## config.mk

```make
export PLATFORM = sky130hd
export DESIGN_NAME = pipe_scroller
export DESIGN_NICKNAME = d
export VERILOG_FILES = /design/src/rtl/pipe_scroller.sv
export SDC_FILE = /design/constraint.sdc
export NUM_CORES = 1
export LEC_CHECK = 0
export CAP_MARGIN = 20
export CORE_MARGIN = 2
export CORE_UTILIZATION = 30
export CTS_BUF_LIST = sky130_fd_sc_hd__clkbuf_4 sky130_fd_sc_hd__clkbuf_8
export CTS_CLUSTER_SIZE = 16
export DETAILED_ROUTE_END_ITERATION = 12
export PLACE_DENSITY = 0.59
export SYNTH_ARGS = -nofsm -noshare
export SYNTH_HDL_FRONTEND = slang
export SYNTH_SLANG_ARGS = --single-unit
```

## constraint.sdc

```tcl
create_clock -name clk -period 6.5 [get_ports clk]
set_input_delay 1.625 -clock clk [delete_from_list [all_inputs] [get_ports clk]]
set_output_delay 1.625 -clock clk [all_outputs]
set_load 0.05 [all_outputs]
```

## src/rtl/pipe_scroller.sv

```systemverilog
// pipe_scroller: owns the pipe-gap state of the playing scene.
// Scrolls every pipe one column left per scroll tick, respawns off-screen
// pipes on the right with an LFSR-driven gap height, detects bird/pipe and
// bird/ground collisions and counts pipes passed.
//
// Ports:
//   clk          system clock
//   rst          asynchronous active-high reset
//   run          high while the scene is PLAYING
//   n_row        terminal rows
//   n_col        terminal columns (informational only)
//   altitude     bird altitude; bird screen row = n_row - altitude
//   gaps         slot k at [24*k +: 24] = {position, max_bnd, min_bnd}
//   collide      sticky collision flag
//   score        pipes passed (saturating)
//   score_pulse  one-cycle pulse per score increment
module pipe_scroller #(
    parameter int unsigned N_PIPE       = 3,
    parameter int unsigned SCROLL_DIV   = 4,
    parameter int unsigned PIPE_SPACING = 20,
    parameter int unsigned GAP_H        = 10,
    parameter int unsigned INIT_POS     = 40,
    parameter int unsigned INIT_MIN     = 10,
    parameter int unsigned BIRD_COL     = 8,
    parameter logic [7:0]  LFSR_SEED    = 8'hA5
) (
    input  logic                  clk,
    input  logic                  rst,
    input  logic                  run,
    input  logic [7:0]            n_row,
    input  logic [7:0]            n_col,
    input  logic [7:0]            altitude,
    output logic [24*N_PIPE-1:0]  gaps,
    output logic                  collide,
    output logic [7:0]            score,
    output logic                  score_pulse
);

    localparam int unsigned      DIV_W    = (SCROLL_DIV > 1) ? $clog2(SCROLL_DIV) : 1;
    localparam logic [DIV_W-1:0] DIV_LAST = DIV_W'(SCROLL_DIV - 1);
    localparam logic [7:0]       GAP      = 8'(GAP_H);
    localparam logic [7:0]       BCOL     = 8'(BIRD_COL);

    logic [7:0]       r_pos [N_PIPE];
    logic [7:0]       r_min [N_PIPE];
    logic [7:0]       r_max [N_PIPE];
    logic [7:0]       r_lfsr;
    logic [DIV_W-1:0] r_div;
    logic             r_collide;
    logic [7:0]       r_score;
    logic             r_pulse;

    logic              w_active;
    logic              w_tick;
    logic              w_hit;
    logic              w_found;
    logic [N_PIPE-1:0] w_sel;
    logic [7:0]        w_other_max;
    logic [8:0]        w_sum;
    logic [7:0]        w_spawn_pos;
    logic [7:0]        w_cand;
    logic [7:0]        w_spawn_min;
    logic [7:0]        w_row;
    logic [7:0]        w_ncross;
    logic [8:0]        w_score_sum;
    logic [7:0]        w_pos_d [N_PIPE];
    logic [7:0]        w_min_d [N_PIPE];
    logic [7:0]        w_max_d [N_PIPE];
    logic              w_unused_n_col;

    assign w_unused_n_col = ^n_col;

    assign w_active = run && !r_collide;
    assign w_tick   = w_active && (r_div == DIV_LAST);

    // Respawn candidate: only the lowest-index slot sitting at column 0 is
    // replaced per tick; it lands PIPE_SPACING right of the furthest other slot.
    always_comb begin
        w_sel   = '0;
        w_found = 1'b0;
        for (int k = 0; k < N_PIPE; k++) begin
            if (!w_found && r_pos[k] == 8'd0) begin
                w_sel[k] = 1'b1;
                w_found  = 1'b1;
            end
        end
        w_other_max = 8'd0;
        for (int k = 0; k < N_PIPE; k++) begin
            if (!w_sel[k] && r_pos[k] > w_other_max) begin
                w_other_max = r_pos[k];
            end
        end
        w_sum       = {1'b0, w_other_max} + 9'(PIPE_SPACING);
        w_spawn_pos = w_sum[8] ? 8'hFF : w_sum[7:0];
        w_cand      = 8'd2 + {2'b00, r_lfsr[5:0]};
        // Keep the whole gap above the ground rows.
        w_spawn_min = (w_cand + GAP > n_row - 8'd2) ? (n_row - 8'd2 - GAP) : w_cand;
    end

    // Collision and pipe-crossing detection from the registered gaps.
    always_comb begin
        w_row    = n_row - altitude;
        w_hit    = (altitude == 8'd0);
        w_ncross = 8'd0;
        for (int k = 0; k < N_PIPE; k++) begin
            if (r_pos[k] <= BCOL && (w_row <= r_min[k] || w_row >= r_max[k])) begin
                w_hit = 1'b1;
            end
            if (BIRD_COL > 0 && r_pos[k] == BCOL) begin
                w_ncross = w_ncross + 8'd1;
            end
        end
        w_score_sum = {1'b0, r_score} + {1'b0, w_ncross};
    end

    always_comb begin
        for (int k = 0; k < N_PIPE; k++) begin
            w_pos_d[k] = r_pos[k];
            w_min_d[k] = r_min[k];
            w_max_d[k] = r_max[k];
            if (w_tick) begin
                if (r_pos[k] != 8'd0) begin
                    w_pos_d[k] = r_pos[k] - 8'd1;
                end else if (w_sel[k]) begin
                    w_pos_d[k] = w_spawn_pos;
                    w_min_d[k] = w_spawn_min;
                    w_max_d[k] = w_spawn_min + GAP;
                end
            end
        end
    end

    always_ff @(posedge clk or posedge rst) begin
        if (rst) begin
            for (int k = 0; k < N_PIPE; k++) begin
                r_pos[k] <= 8'(INIT_POS + k * PIPE_SPACING);
                r_min[k] <= 8'(INIT_MIN);
                r_max[k] <= 8'(INIT_MIN + GAP_H);
            end
            r_lfsr    <= LFSR_SEED;
            r_div     <= '0;
            r_collide <= 1'b0;
            r_score   <= 8'd0;
            r_pulse   <= 1'b0;
        end else begin
            for (int k = 0; k < N_PIPE; k++) begin
                r_pos[k] <= w_pos_d[k];
                r_min[k] <= w_min_d[k];
                r_max[k] <= w_max_d[k];
            end
            // Free-running so the gap sequence depends on when play starts.
            r_lfsr <= {r_lfsr[6:0], r_lfsr[7] ^ r_lfsr[5] ^ r_lfsr[4] ^ r_lfsr[3]};
            if (w_active && !w_tick) begin
                r_div <= r_div + 1'b1;
            end else begin
                r_div <= '0;
            end
            r_collide <= r_collide | (run & w_hit);
            if (w_tick && w_ncross != 8'd0) begin
                r_score <= w_score_sum[8] ? 8'hFF : w_score_sum[7:0];
            end
            r_pulse <= w_tick && (w_ncross != 8'd0);
        end
    end

    always_comb begin
        gaps = '0;
        for (int k = 0; k < N_PIPE; k++) begin
            gaps[24*k +: 24] = {r_pos[k], r_max[k], r_min[k]};
        end
    end

    assign collide     = r_collide;
    assign score       = r_score;
    assign score_pulse = r_pulse;

endmodule
```

# ---- Word-level counts from Yosys, hierarchy flattened
# Index checks and enable logic that the tools add are counted.
dict set report totals {
  ff_bits 92
  in_bits 27
  output_inout_bits 82
}
dict set report op_classes {
  n_addsub 14
  order_cmp 13
  n_eq_ne 4
  mux 23
  bitwise_logic 8
  n_reduce_logical 38
}
# op n
set ops {}
lappend ops {{8-bit two-way mux} 14}
lappend ops {{8-bit logical NOT} 4}
lappend ops {{8-bit nonzero test} 4}
lappend ops {{8-bit by 4-bit == test with 1-bit output, second input constant} 3}
lappend ops {{8-bit greater-or-equal comparator} 3}
lappend ops {{8-bit > comparator} 3}
lappend ops {{8-bit by 4-bit <= comparator with 1-bit output, second input constant} 3}
lappend ops {{8-bit <= comparator} 3}
lappend ops {{8-bit by 1-bit subtractor with 8-bit output, second input constant} 3}
lappend ops {{8-bit by 1-bit adder with 8-bit output, second input constant} 2}
lappend ops {{1-bit logical AND} 12}
lappend ops {{8-bit by 5-bit adder with 9-bit output, second input constant} 1}
lappend ops {{8-bit by 8-bit adder with 9-bit output} 1}
lappend ops {{3-bit AND reduction} 3}
lappend ops {{7-bit by 4-bit adder with 8-bit output, second input constant} 1}
lappend ops {{8-bit by 4-bit adder with 8-bit output, second input constant} 1}
lappend ops {{8-bit by 1-bit > comparator with 1-bit output, second input constant} 1}
lappend ops {{1-bit two-way mux} 8}
lappend ops {{8-bit by 2-bit subtractor with 8-bit output, second input constant} 1}
lappend ops {{8-bit by 4-bit subtractor with 8-bit output, second input constant} 1}
lappend ops {{8-bit subtractor} 1}
lappend ops {{2-bit by 6-bit adder with 7-bit output, first input constant} 1}
lappend ops {{1-bit logical NOT} 6}
lappend ops {{2-bit AND reduction} 3}
lappend ops {{9 further kinds} 17}

# ---- Depth between registers and ports, before layout
dict set report depth {
  ltp_word 15
  depth_mapped 33
  depth_no_buf 31
}

# ---- Worst setup path before layout
# Ideal clock, no wire load.
dict set report synth_path {
  kind {flip-flop to flip-flop}
  startpoint {register r_pos (netlist bit gaps[16])}
  endpoint {register r_pos (netlist bit gaps[23])}
  arrival_time_ps 5893
  required_time_ps 6364
  setup_slack_ps 470
  path_stages_with_launch 33
  n_path_buf 2
  period_less_slack_ps 6030
  cell_sequence {dfrtp_1 -> inv_1 -> ha_1 -> nor2b_1 -> and2_1 -> nand2_1 -> nand2_1 -> ha_1 -> nor2b_1 -> o211ai_1 -> a21oi_1 -> o221ai_2 -> clkbuf_1 -> nor2_1 -> a31oi_1 -> ha_1 -> a21o_1 -> a31oi_1 -> o21ai_0 -> a21o_1 -> o21a_1 -> and2_4 -> buf_6 -> o31ai_1 -> inv_1 -> ha_1 -> nor2_1 -> a31oi_1 -> nor2_1 -> nor2_1 -> mux2_2 -> o21ai_0 -> a22oi_1}
}
dict set report synth_via {
  elab_chain_cells 15
  word_cells_on_any_way 28
  classes_between {2 x add/sub; 3 x order compare; 10 x mux; 13 x reduce/logical}
}
# item line
set synth_rtl {}
lappend synth_rtl {{from (decl)} 44} ;# logic [7:0] r_pos [N_PIPE];
lappend synth_rtl {{from (signal, indexed assignment)} 136} ;# r_pos[k] <= 8'(INIT_POS + k * PIPE_SPACING);
lappend synth_rtl {{from (signal, indexed assignment)} 147} ;# r_pos[k] <= w_pos_d[k];
lappend synth_rtl {{branches (longest 15 deep; another with 8-bit by 5-bit adder with 9-bit output)} --}
# Several ways; the timed one is not identified. The select of a mux whose other input is x is not followed.
# A chain may end at the register's enable or synchronous reset.

# ---- Worst setup path after layout
dict set report layout_path {
  startpoint {register r_pos (netlist bit gaps[17])}
  endpoint {register r_pos (netlist bit gaps[17])}
}
# Same word-level chain as after synthesis.

==> flow_summary.toml <==
[route]
drc = 0
vias = 6102
drt-total-wl_mm = 20.16
dr.pass1.iters = 5
drt-vias-per-instance = 4.917
drt_iter0_drc = 402
ant_nets = 0
wl_per_cell_um = 16.25

[setup_path]
ff2ff_setup_slack_ns = 0.49
cp.arrival_ns = 6.25
startpoint = "gaps[17]"
max_stage_delay_ns = 0.50
critPathCaptureType = "flop"
crit_slowest_cell = "dfrtp_1"
start_kind = "flop"
crit_path_end = "gaps[17]"
r2r_cells = 28
r2r_end = "gaps[17]"
crit_top_cell = "ha_1"
cp_max_fo = 10
worstPathRequired_ns = 6.74
reg2reg_from = "gaps[17]"
critPathKind = "reg -> reg"

[timing]
max-slew-margin-rel_pct = 39.59
max_freq_ghz = 0.1663
hold_violations = 0
setup_violations = 0
worstMarginPinSlew_ns = 0.9051
fin_setup_tns_ns = 0
period_share_pct = 92.51
slew_violations = 0
skew_ns = 0.01414
rsz0062_at_grt = "no"
finalCriticalPeriod_ns = 6.013
hold_ws_ns = 0.3705

[place]
place_inst = 1225
gp_congestion = 0.8919
post_dp_cell_area_sq_mm = 0.008417
io_buffers = 100
post-dp-hpwl_mm = 15.59

[synthesis]
synth_nets = 935
synth.avg_cell_area_sq_um = 8.623
ys_warn_count = 0
synthTopCellsByArea = "dfrtp_1 (23%), ha_1 (16%), dfstp_2 (9.0%), o21ai_0 (5.1%), nand2_1 (4.5%)"
synthTopCellsByCount = "ha_1 (90), nand2_1 (85), inv_1 (79)"
synth.most_common_cell = "ha_1"
synthCells = 816
synthFlopType = "dfrtp_1"
yosys.cell_types.count = 73
syn-cell-area_sq_mm = 0.007037
synth_top_area_cell = "dfrtp_1"
synth-seq-area-share_pct = 32.08
synth-async-reset-ratio_pct = 100.0
ys_seq_elements = 89
synth_top_area_share_pct = 23.12
synth_edf_count = 0

[grt]
grt_max_degree = 51
first_global_vias = 5981
global_route.usage.total_pct = 17.03
grt_antenna_before_repair = 0
grt_remaining_overflow = 0
grt_pass1_wl_mm = 32.75

[cts]
numCtsBuffers = 9
clockBufferDepth = 2
h-tree-depth = 3
post_cts_resized = 0
clock-sinks = 89
cts_tree = "done"
ctsRootBufferMaster = "clkbuf_8"
clkTransAtPathRegs_ns = 0.11
clock_latency_ns = 0.39
hold_buffers = 0
post-cts-setup-buffers = 0

[finish]
final_area_sq_mm = 0.008605
fin_nets = 1036
area_growth_pct = 22.28
diodes = 0
drive_gt1_share_pct = 8.677
final_cells = 1241

[worst_hold_path]
hold_path_class = "reg -> reg"

[pwr]
powerDensity_mw_per_mm2 = 139.2
vdd_drop_max_uv = 77.79
p_sw_share_pct = 32.58
p_switching_uw = 390.2
p_leak_uw = 0.003748
combPwrFrac_pct = 20.8
seqPwrFrac_pct = 46.4
internal_power_uw = 807.5
clockPowerShare_pct = 32.7

[floorplanning]
start_util_pct = 30.25
rows = 56
core_sq_mm = 0.02326
die_w_um = 157.2
die_h_um = 157.2
io-pin-count = 109
fp.dieArea_sq_mm = 0.02470

[flow_run]
cap_violations = 0

[run_status]
status = "finished clean"
-- worst max-delay path: cells and delay by family, from the launching register on --
kind / cells / cell delay (ns)
simple gates: 8 / 1.03
flops: 1 / 0.50
mux: 2 / 0.68
buf+inv: 3 / 0.24
compound gates: 11 / 2.40
fa+ha+maj: 4 / 0.99
-- layout make-up --
cell class,instances,area (sq um)
Clock buffer,9,123.9
Tap cell,319,399.1
Inverter,79,297.8
Clock inverter,7,63.81
Fill cell,2477,14660
Timing Repair Buffer,118,1136
Multi-Input combinational cell,620,4327
Sequential cell,89,2257
-- flip-flops by register name, summed over array words and instances, names as in the netlist --
register and flops:
r_lfsr 8, r_div 2, gaps 69, score 8, collide 1, score_pulse 1
-- layer usage --
layer	routed length [um]	part of all wire, %	vias to the layer above	GRT usage (%)
met3	963	4.8	16	3.194
met2	8830	44	113	26.42
met4	303	1.5	0	4.199
li1	-	-	3070	-
met1	10060	50	2903	24.40
met5	0	0	-	0
-- power groups by stage --
stage	registers (uW)	logic (uW)	clock network (uW)
after floorplan	567	171	0
after global placement	566	246	0
after detailed placement	566	249	0
after CTS	556	253	403
after global routing	556	294	424
final	556	250	392
-- how the worst min path moves through the flow --
| stage | slack [ns] | endpoint | start | cells past startpoint |
|---|---|---|---|---|
| 6_report | 0.37 | r_lfsr[7] | r_lfsr[6] | 0 |
| 3_5_place_dp | 0.34 | r_lfsr[7] | r_lfsr[6] | 0 |
| 5_1_grt | 0.38 | r_lfsr[7] | r_lfsr[6] | 0 |
| 3_3_place_gp | 0.34 | r_lfsr[7] | r_lfsr[6] | 0 |
| 4_1_cts | 0.37 | r_lfsr[7] | r_lfsr[6] | 0 |
| 2_1_floorplan | 0.33 | r_lfsr[7] | r_lfsr[6] | 0 |
-- per-stage QoR --
step	worst slack (ns)	utilization [%]	power, uW
after global placement	0.6112	36.18	811.6
after floorplan	0.4704	-	738.1
after detailed placement	0.5637	36.18	815.2
after global routing	0.06523	36.99	1274
final	0.4871	36.99	1198
after CTS	0.5299	36.99	1211
-- logic make-up (layout without fill, tap and decap cells) --
logic type	Yosys count	count (layout)	share of synthesized area (%)
other cells	1	1	0.05329
buf+inv	107	213	6.436
flops	89	89	32.08
mux	20	20	3.076
fa+ha+maj	92	92	16.57
compound gates	213	213	18.88
simple gates	248	248	17.18
xor+xnor	46	46	5.726
-- placed cells by master, fill, tap and decap left out, drive strengths merged, types with 8 or more instances in the layout --
cell type,count
ha,90
xnor2,25
a21o,18
dfrtp,65
nand2,86
xor2,21
dfstp,24
nor3,21
inv,81
buf,18
nand2b,14
mux2,10
a21oi,59
a31oi,12
o21ai,74
nand3,31
mux2i,10
clkbuf,9
clkdlybuf4s50,100
o31ai,8
nor2,50
Note: power is estimated with default switching activity, not from simulation.
